## src/rtl/link_uart.sv

```systemverilog
// Memory-mapped UART at FF01 (SB data) / FF02 (SC control/status), fixed-divider baud timing.
// Define LINK_UART_RX_EN to build the receiver, its FIFO, rx_avail and overrun; otherwise TX only.
module link_uart #(
    parameter int BAUD_DIV = 36,
    parameter int RX_DEPTH = 4
) (
    input  logic        clockgb,
    input  logic        resetn,
    input  logic [15:0] address,
    input  logic [7:0]  indata,
    output logic [7:0]  outdata,
    input  logic        load,
    input  logic        store,
    input  logic        UART_RX,
    output logic        UART_TX,
    output logic        irq
);
    localparam logic [11:0] BIT_LAST = 12'(BAUD_DIV - 1);

    // Bus handshake: store is a one-cycle write strobe taken on the next clock edge; load is a
    // level read (outdata combinational) and its rising edge at SB is the single FIFO pop event.
    typedef enum logic [1:0] {TX_IDLE, TX_START, TX_DATA, TX_STOP} tx_state_t;
`ifdef LINK_UART_RX_EN
    typedef enum logic [1:0] {RX_IDLE, RX_START, RX_DATA, RX_STOP} rx_state_t;
    typedef struct packed { tx_state_t tx; rx_state_t rx; } fsm_state_t;
`else
    typedef struct packed { tx_state_t tx; } fsm_state_t;
`endif

    fsm_state_t  state_q, state_d;
    logic        sel_sb, sel_sc, sb_wr, sc_wr, busy;
    logic [7:0]  tx_data, tx_shift, tx_shift_d;
    logic [11:0] tx_cnt, tx_cnt_d;
    logic [2:0]  tx_bit, tx_bit_d;
    logic        tx_line, tx_line_d, tx_done, irq_d;

    assign sel_sb = (address == 16'hFF01);
    assign sel_sc = (address == 16'hFF02);
    assign sb_wr  = store && sel_sb;
    assign sc_wr  = store && sel_sc;
    assign busy   = (state_q.tx != TX_IDLE);
    assign UART_TX = tx_line;

`ifdef LINK_UART_RX_EN
    localparam logic [11:0] HALF = 12'(BAUD_DIV / 2);
    localparam int PW = $clog2(RX_DEPTH);
    localparam int CW = PW + 1;

    logic          rx_s1, rx_s2, rx_d, load_d, overrun;
    logic [11:0]   rx_cnt, rx_cnt_d;
    logic [2:0]    rx_bit, rx_bit_d;
    logic [7:0]    rx_shift, rx_shift_d;
    logic          rx_push, push_ok, pop, full, ovr_set, rx_avail;
    logic [PW-1:0] wr_ptr, rd_ptr;
    logic [CW-1:0] rx_count;
    logic [7:0]    rx_mem [RX_DEPTH];

    assign rx_avail = (rx_count != '0);
    assign full     = (rx_count == CW'(RX_DEPTH));
    assign pop      = load && !load_d && sel_sb && rx_avail;
    assign push_ok  = rx_push && (!full || pop);
    assign ovr_set  = rx_push && full && !pop;
    assign irq_d    = tx_done | push_ok;
`else
    logic unused_rx;
    assign unused_rx = UART_RX;
    assign irq_d     = tx_done;
`endif

    always_comb begin
        state_d    = state_q;
        tx_shift_d = tx_shift;
        tx_cnt_d   = tx_cnt;
        tx_bit_d   = tx_bit;
        tx_done    = 1'b0;
        case (state_q.tx)
            TX_IDLE: if (sc_wr && indata[7]) begin
                state_d.tx = TX_START;
                tx_shift_d = tx_data;
                tx_cnt_d   = '0;
            end
            TX_START: if (tx_cnt == BIT_LAST) begin
                state_d.tx = TX_DATA;
                tx_cnt_d   = '0;
                tx_bit_d   = '0;
            end else tx_cnt_d = tx_cnt + 12'd1;
            TX_DATA: if (tx_cnt == BIT_LAST) begin
                tx_cnt_d   = '0;
                tx_shift_d = {1'b0, tx_shift[7:1]};
                if (tx_bit == 3'd7) state_d.tx = TX_STOP;
                else tx_bit_d = tx_bit + 3'd1;
            end else tx_cnt_d = tx_cnt + 12'd1;
            TX_STOP: if (tx_cnt == BIT_LAST) begin
                state_d.tx = TX_IDLE;
                tx_cnt_d   = '0;
                tx_done    = 1'b1;
            end else tx_cnt_d = tx_cnt + 12'd1;
            default: state_d.tx = TX_IDLE;
        endcase
        case (state_d.tx)
            TX_START: tx_line_d = 1'b0;
            TX_DATA:  tx_line_d = tx_shift_d[0];
            default:  tx_line_d = 1'b1;
        endcase
`ifdef LINK_UART_RX_EN
        rx_cnt_d   = rx_cnt;
        rx_bit_d   = rx_bit;
        rx_shift_d = rx_shift;
        rx_push    = 1'b0;
        case (state_q.rx)
            // The edge-detect cycle counts as 0, so entry starts at 1 and the start sample
            // lands BAUD_DIV/2 cycles after the edge was seen.
            RX_IDLE: if (rx_d && !rx_s2) begin
                state_d.rx = RX_START;
                rx_cnt_d   = 12'd1;
            end
            RX_START: if (rx_cnt == HALF) begin
                rx_cnt_d = '0;
                rx_bit_d = '0;
                state_d.rx = rx_s2 ? RX_IDLE : RX_DATA;
            end else rx_cnt_d = rx_cnt + 12'd1;
            RX_DATA: if (rx_cnt == BIT_LAST) begin
                rx_cnt_d   = '0;
                rx_shift_d = {rx_s2, rx_shift[7:1]};
                if (rx_bit == 3'd7) state_d.rx = RX_STOP;
                else rx_bit_d = rx_bit + 3'd1;
            end else rx_cnt_d = rx_cnt + 12'd1;
            RX_STOP: if (rx_cnt == BIT_LAST) begin
                state_d.rx = RX_IDLE;
                rx_cnt_d   = '0;
                rx_push    = rx_s2;
            end else rx_cnt_d = rx_cnt + 12'd1;
            default: state_d.rx = RX_IDLE;
        endcase
`endif
    end

    always_ff @(posedge clockgb or negedge resetn) begin
        if (!resetn) begin
            state_q.tx <= TX_IDLE;
            tx_data    <= '0;
            tx_shift   <= '0;
            tx_cnt     <= '0;
            tx_bit     <= '0;
            tx_line    <= 1'b1;
            irq        <= 1'b0;
`ifdef LINK_UART_RX_EN
            state_q.rx <= RX_IDLE;
            rx_s1      <= 1'b1;
            rx_s2      <= 1'b1;
            rx_d       <= 1'b1;
            load_d     <= 1'b0;
            rx_cnt     <= '0;
            rx_bit     <= '0;
            rx_shift   <= '0;
            wr_ptr     <= '0;
            rd_ptr     <= '0;
            rx_count   <= '0;
            overrun    <= 1'b0;
`endif
        end else begin
            state_q.tx <= state_d.tx;
            tx_shift   <= tx_shift_d;
            tx_cnt     <= tx_cnt_d;
            tx_bit     <= tx_bit_d;
            tx_line    <= tx_line_d;
            irq        <= irq_d;
            if (sb_wr) tx_data <= indata;
`ifdef LINK_UART_RX_EN
            state_q.rx <= state_d.rx;
            rx_s1      <= UART_RX;
            rx_s2      <= rx_s1;
            rx_d       <= rx_s2;
            load_d     <= load;
            rx_cnt     <= rx_cnt_d;
            rx_bit     <= rx_bit_d;
            rx_shift   <= rx_shift_d;
            if (push_ok) wr_ptr <= wr_ptr + PW'(1);
            if (pop) rd_ptr <= rd_ptr + PW'(1);
            if (push_ok && !pop) rx_count <= rx_count + CW'(1);
            else if (pop && !push_ok) rx_count <= rx_count - CW'(1);
            if (ovr_set) overrun <= 1'b1;
            else if (sc_wr) overrun <= 1'b0;
`endif
        end
    end

`ifdef LINK_UART_RX_EN
    always_ff @(posedge clockgb) begin
        if (push_ok) rx_mem[wr_ptr] <= rx_shift_d;
    end
`endif

    always_comb begin
        outdata = 8'h00;
        if (load && sel_sc) begin
`ifdef LINK_UART_RX_EN
            outdata = {busy, 4'b0000, overrun, rx_avail, 1'b0};
`else
            outdata = {busy, 7'b0000000};
`endif
        end else if (load && sel_sb) begin
`ifdef LINK_UART_RX_EN
            outdata = rx_avail ? rx_mem[rd_ptr] : tx_data;
`else
            outdata = tx_data;
`endif
        end
    end
endmodule

```

## config.mk

```make
export PLATFORM = sky130hd
export DESIGN_NAME = link_uart
export DESIGN_NICKNAME = d
export VERILOG_FILES = /design/src/rtl/link_uart.sv
export SDC_FILE = /design/constraint.sdc
export NUM_CORES = 1
export LEC_CHECK = 0
export ABC_AREA = 0
export CAP_MARGIN = 20
export CORE_MARGIN = 1.5
export CORE_UTILIZATION = 43
export DETAILED_ROUTE_END_ITERATION = 10
export GPL_ROUTABILITY_DRIVEN = 0
export PLACE_DENSITY = 0.75
export SLEW_MARGIN = 0
export SYNTH_ARGS = -nofsm -noshare
export SYNTH_HDL_FRONTEND = slang
export SYNTH_SLANG_ARGS = --single-unit
```

## constraint.sdc

```tcl
create_clock -name clockgb -period 2.2 [get_ports clockgb]
set_input_delay 0.44 -clock clockgb [delete_from_list [all_inputs] [get_ports clockgb]]
set_output_delay 0.44 -clock clockgb [all_outputs]
set_load 0.02 [all_outputs]
```

==> summary.txt, run 1 <==
Status
  – Status: completed

STA
  – Finish-stage setup viols: 0
  – Normalized max-slew margin: 69.5%
  – RSZ-0062 raised after global routing: false
  – Fin crit share: 96.5%
  – Final Slew Violations: 0
  – Period minus WS final: 2.12 ns
  – Worst clock skew: 0.00887 ns
  – Hold Vio Cnt, Final: 0
  – Sum Neg Setup Slack: 0 ns
  – Tightest Pin Transition: 0.453 ns
  – Fmax: 471 MHz

Global routing
  – Largest net degree at the start of global routing: 36
  – Overall Global Routing Usage: 20.1%
  – Antenna violations before repair: 0
  – GR Overflow Total: 0
  – First-pass GRT wire length: a little under 8 mm
  – Vias in the first global route: ~1700

Power
  – Reg power frac: 51.5%
  – Cell-internal power: 0.983 mW
  – Leakage: 1.27 nW
  – Clock power frac: 41.4%
  – Final Power: 1.26 mW
  – PwrDens: 467 nW/um^2
  – Net Sw Power: 0.275 mW
  – Max VDD drop: 0.404 mV
  – Sw frac: a little over a fifth
  – Combinational fraction of design power: 7.1%

Worst setup path
  – Critical Path Max Stage Delay: about 0.27 ns
  – Kind of critical path: in2reg
  – Critical-path cell list: dlygate4sd2_1, nor4_4, buf_4, buf_4, buf_4, buf_4, buf_4, buf_4, and4bb_4, buf_6, a32o_2, or2_1
  – CP endpoint kind: flip-flop
  – Worst Path Buf+Inv: 8
  – Worst Path Required: 2.38 ns
  – Slowest CP cell: a32o_2
  – Critical Path AT: 2.30 ns
  – Worst setup SP type: primary input
  – Top delay family on crit path: buffers and inverters
  – Top cell by count, worst path: buf_4
  – Crit Path Max Fanout: 4

Logic synthesis
  – Avg Cell Area, Syn: between 10 and 15 sq um
  – Netlist cell types: 48
  – Yosys top cell area share: 44.5%
  – Synth Instances: roughly 190
  – YS warnings: 0
  – Biggest area consumer among synthesized cells: dfrtp_1
  – Sequential share of the synthesized area: a little under half
  – Mapped Area: 1910 sq um
  – Post-Syn Nets: 220
  – Largest cells by area after synthesis: dfrtp_1, nand2_1, mux2_2
  – Number of synthesized register bits: 35

Layout
  – Nets: 286
  – Antenna diode count: 0
  – Layout area overhead: 40.8%
  – Share of cells above drive strength 1: 32.9%
  – Most frequent cells in the layout: dfrtp_1, nand2_1, buf_4
  – Area occupied by registers: 877 sq um
  – Final std cells w/o fill: 307
  – Area occupied by multi-input gates: 1070 sq um
  – Fillcell total: 372
  – Most common cell after layout, fill and taps aside: dfrtp_1

Drt
  – Initial DRC count: 73
  – Drt total wl: 4.58 mm
  – Pre-antenna DRT Iters: 4
  – Vias: 1684
  – DRT antenna net count: 0
  – Drt via density: 5.49
  – Drt drc: 0
  – DR WL/cell: 14.9 um

Clock network
  – Clock root buffer: clkbuf_8
  – Clock H-tree levels: 2
  – Cts hold-fix bufs: 0
  – Clock transition at path regs: 0.08 ns
  – TritonCTS clock tree: done
  – TritonCTS Buffers: 5
  – Clock Latency Late Sink: 0.29 ns
  – Clk sinks: 35
  – Worst-case clock buffer depth: 2

Floorplan
  – Starting Density: 44.2%
  – # IOs: 39
  – Cell row count: 24
  – Core box area: 4320 sq um
  – Die area: 4860 sq um
  – Die Span Y: between 60 and 70 um
  – Die X: 69.7 um

Flow run
  – Max cap viols: 0

Placement
  – Inst Count DP: between 200 and 300
  – HPWL after DPL: roughly 2.9 mm
  – # port buffers: 37

Worst hold path
  – Hold crit path type: reg2reg
worst paths after layout:
check,slack [ns],cells past startpoint,endpoint,startpoint
worst max-delay path,0.08,12,tx_shift[0],address[2]
worst min-delay path,0.47,2,tx_shift[3],tx_shift[3]
worst max register to register,0.24,5,tx_bit[1],tx_cnt[9]
worst min register to register,0.47,2,tx_shift[3],tx_shift[3]
max in group asynchronous,1.30,2,UART_TX,resetn
min in group asynchronous,0.55,2,tx_data[2],resetn
synthesized netlist by cell type (all sizes together):
master and count:
a211oi 2, or3 1, nand4bb 2, mux2 8
clkbuf 1, a32o 1, mux2i 1, or2 2
a22oi 8, ha 3, xor2 1, nor3b 2
nand3 6, and2 7, inv 3, and3 7
o21a 1, nor4 4, o31ai 4, nor3 2
nand2 28, nor2b 4, o21ai 22, nand2b 2
a21o 1, a31oi 4, a22o 2, xnor2 2
dfrtp 34, a21oi 1, dfstp 1, nand4 4
nor2 10, buf 4, o2bb2ai 1, or4 1
and4bb 1
per-stage QoR:
stage	setup slack (ns)	hold WS [ns]	cell area (sq um)	util, %
2_1_floorplan	0.369	0.144	1910	-
3_3_place_gp	-0.591	0.451	2440	56.5
3_5_place_dp	-0.601	0.457	2440	56.5
4_1_cts	0.000826	0.473	2610	60.4
5_1_grt	0.0174	0.506	2690	62.3
6_report	0.0768	0.472	2690	62.3
worst min-delay path, stage by stage, from the launching register on:
cell and delay (ns):
dfrtp_1 0.34, nand2_1 0.05, nand2_1 0.05
layer usage:
metal | wire length, um | up-vias | GRT usage [%]
li1 | - | 818 | -
met1 | 2060 | 821 | 26.4
met2 | 2220 | 38 | 32.4
met3 | 225 | 7 | 5.23
met4 | 74 | 0 | 6.84
met5 | 0 | - | 0
power groups by stage:
| stage | registers (mW) | logic (mW) | clock network, mW |
|---|---|---|---|
| 6_report | 0.648 | 0.0898 | 0.521 |
| 5_1_grt | 0.648 | 0.0981 | 0.560 |
| 4_1_cts | 0.647 | 0.0853 | 0.537 |
| 3_5_place_dp | 0.660 | 0.0849 | 0 |
| 3_3_place_gp | 0.660 | 0.0834 | 0 |
| 2_1_floorplan | 0.659 | 0.0128 | 0 |
area by class of cell:
| type | count | area share [%] |
|---|---|---|
| multi-input combinational | 145 | 39.9 |
| sequential | 35 | 32.6 |
| timing repair buffer | 64 | 20.9 |
| clock buffer | 7 | 3.58 |
| tap | 52 | 2.42 |
| inverter | 3 | 0.418 |
| clock inverter | 1 | 0.279 |
flip-flops by register name (all words and copies together), names as in the netlist:
name      cells
irq           1
UART_TX       1
state_q       2
tx_data       8
tx_cnt       12
tx_shift      8
tx_bit        3
cells by family (layout without fill, tap and decap cells):
kind of cell | after synthesis | count (layout) | share of synthesized area (%)
compound gates | 47 | 47 | 16.2
flops | 35 | 35 | 45.8
xor+xnor | 3 | 3 | 1.37
simple gates | 83 | 83 | 27.1
mux | 9 | 9 | 5.23
fa+ha+maj | 3 | 3 | 1.96
buf+inv | 8 | 75 | 2.29
repair_timing:
action,CTS,global route
endpoints found under the setup margin,8,38
resized for setup,58,28
gates cloned,1,0
buffers inserted,9,2
pin swaps,11,6
endpoints found under the hold margin,0,0
Note: power is estimated with default switching activity, not from simulation.
==> run 2: changes to the inputs <==
--- a/config.mk
+++ b/config.mk
@@ -12,6 +12,7 @@
 export DETAILED_ROUTE_END_ITERATION = 10
 export GPL_ROUTABILITY_DRIVEN = 0
 export PLACE_DENSITY = 0.75
+export SKIP_CTS_REPAIR_TIMING = 1
 export SLEW_MARGIN = 0
 export SYNTH_ARGS = -nofsm -noshare
 export SYNTH_HDL_FRONTEND = slang
==> run 2 against run 1 <==
Effect of this change: clock skew rose by 0.00066 ns; non-clock buffer count down 9; combinational power fell by 7.5%; highest routed layer unchanged.
==> summary.txt, run 2 (synthesized netlist as in run 1, its figures left out) <==
Clock network
  – TritonCTS Buffers: 5
  – Clock Latency Late Sink: between 0.2 and 0.3 ns
  – Clock transition at path regs: 0.07 ns
  – Worst-case clock buffer depth: 2
  – Clk sinks: 35
  – TritonCTS clock tree: done
  – Clock H-tree levels: 2
  – Clock root buffer: clkbuf_8

Power
  – Leakage: 1.30 nW
  – PwrDens: 474 nW/um^2
  – Max VDD drop: 0.404 mV

STA
  – Fmax: 478 MHz
  – Normalized max-slew margin: 68.1%
  – Tightest Pin Transition: 0.479 ns
  – Worst clock skew: roughly 0.0095 ns
  – Hold Vio Cnt, Final: 0
  – Hold Slack: roughly 0.47 ns
  – RSZ-0062 raised after global routing: false
  – Finish-stage setup viols: 0
  – Fin crit share: a little over nine tenths
  – Final Slew Violations: 0
  – Period minus WS final: 2.09 ns

Floorplan
  – # IOs: 39
  – Starting Density: between 40% and 50%
  – Core box area: between 4000 and 5000 sq um
  – Die Span Y: 69.7 um
  – Die X: 69.7 um
  – Die area: 4860 sq um
  – Cell row count: 24

Global routing
  – Antenna violations before repair: 0
  – Vias in the first global route: 1611
  – First-pass GRT wire length: between 7 and 8 mm
  – Overall Global Routing Usage: 19.0%
  – GR Overflow Total: 0
  – Largest net degree at the start of global routing: 36

Layout
  – Nets: 277
  – Most common cell after layout, fill and taps aside: dfrtp_1
  – Final std cells w/o fill: 298
  – Antenna diode count: 0
  – Biggest register: tx_cnt
  – Largest regs: tx_cnt: 12 flops, tx_data: 8 flops, tx_shift: 8 flops
  – Share of cells above drive strength 1: about 27%
  – Most frequent cells in the layout: dfrtp_1, nand2_1, buf_4
  – Final Instance Area: approximately 2600 sq um
  – Max FFs per register: 12
  – Layout area overhead: 37.7%

Worst setup path
  – CP endpoint kind: primary output
  – Worst Path Required: around 1.8 ns
  – Crit Path Max Fanout: 7
  – Kind of critical path: in2out
  – Worst setup SP type: primary input
  – Critical Path AT: approximately 1.7 ns

Drt
  – DR WL/cell: 14.5 um
  – Pre-antenna DRT Iters: 4
  – Drt total wl: 4.31 mm
  – Drt via density: 5.51
  – Vias: 1641
  – Drt drc: 0
  – Initial DRC count: slightly above 70
  – DRT antenna net count: 0

Placement
  – # port buffers: 37
  – HPWL after DPL: 2.90 mm
  – Placement Cell Area: 2440 sq um
  – Inst Count DP: between 200 and 300

Flow run
  – Max cap viols: 0

Worst hold path
  – Hold crit path type: reg2reg

Status
  – Status: completed
-- run 2: layer usage --
layer	track usage, %	share of wire, %	vias up
met5	0	0	-
met4	5.98	1.3	0
met3	5.23	5.0	5
met2	30.0	48	35
met1	25.5	46	802
li1	-	-	799
-- run 2: path summary, 6_finish.rpt --
| kind | cells after the start | start | end | slack, ns |
|---|---|---|---|---|
| worst max-delay path | 6 | address[0] | outdata[0] | 0.11 |
| worst min-delay path | 2 | tx_shift[3] | tx_shift[3] | 0.47 |
| worst max register to register | 5 | tx_cnt[8] | tx_bit[2] | 0.24 |
| worst min register to register | 2 | tx_shift[3] | tx_shift[3] | 0.47 |
| max in group asynchronous | 2 | resetn | UART_TX | 1.30 |
| min in group asynchronous | 2 | resetn | tx_data[2] | 0.55 |
-- run 2: cell type report --
class | count | area [sq um]
fill | 372 | 1690
multi-input combinational | 145 | 1010
sequential | 35 | 877
timing repair buffer | 55 | 564
clock buffer | 7 | 96.3
tap | 52 | 65.1
inverter | 3 | 11.3
clock inverter | 1 | 7.51
-- run 2: per-stage QoR --
step	util, %	setup slack, ns	total power [mW]	setup TNS, ns
6_report	60.9	0.107	1.25	0
5_1_grt	60.9	0.0278	1.30	0
4_1_cts	58.9	-0.621	1.27	-4.51
3_5_place_dp	56.5	-0.601	0.745	-4.94
3_3_place_gp	56.5	-0.591	0.743	-4.68
2_1_floorplan	-	0.369	0.672	0
-- run 2: worst max-delay path, cell delays in order --
cell and delay, ns:
clkdlybuf4s50_1 0.47, nor2b_1 0.16, nor2b_1 0.15, buf_4 0.17
and2_4 0.15, buf_6 0.11
-- run 2: power breakdown --
group	internal [mW]	total (mW)	switching, mW
sequential	0.645	0.648	0.00249
combinational	0.0518	0.0831	0.0313
clock	0.285	0.518	0.233
==> run 3: changes to the inputs <==
--- a/config.mk
+++ b/config.mk
@@ -9,6 +9,7 @@
 export CAP_MARGIN = 20
 export CORE_MARGIN = 1.5
 export CORE_UTILIZATION = 43
+export CTS_BUF_LIST = sky130_fd_sc_hd__clkbuf_8
 export DETAILED_ROUTE_END_ITERATION = 10
 export GPL_ROUTABILITY_DRIVEN = 0
 export PLACE_DENSITY = 0.75
==> results of run 3 <==
Same layout as run 2: the final DEF is identical, and so are final timing and power.
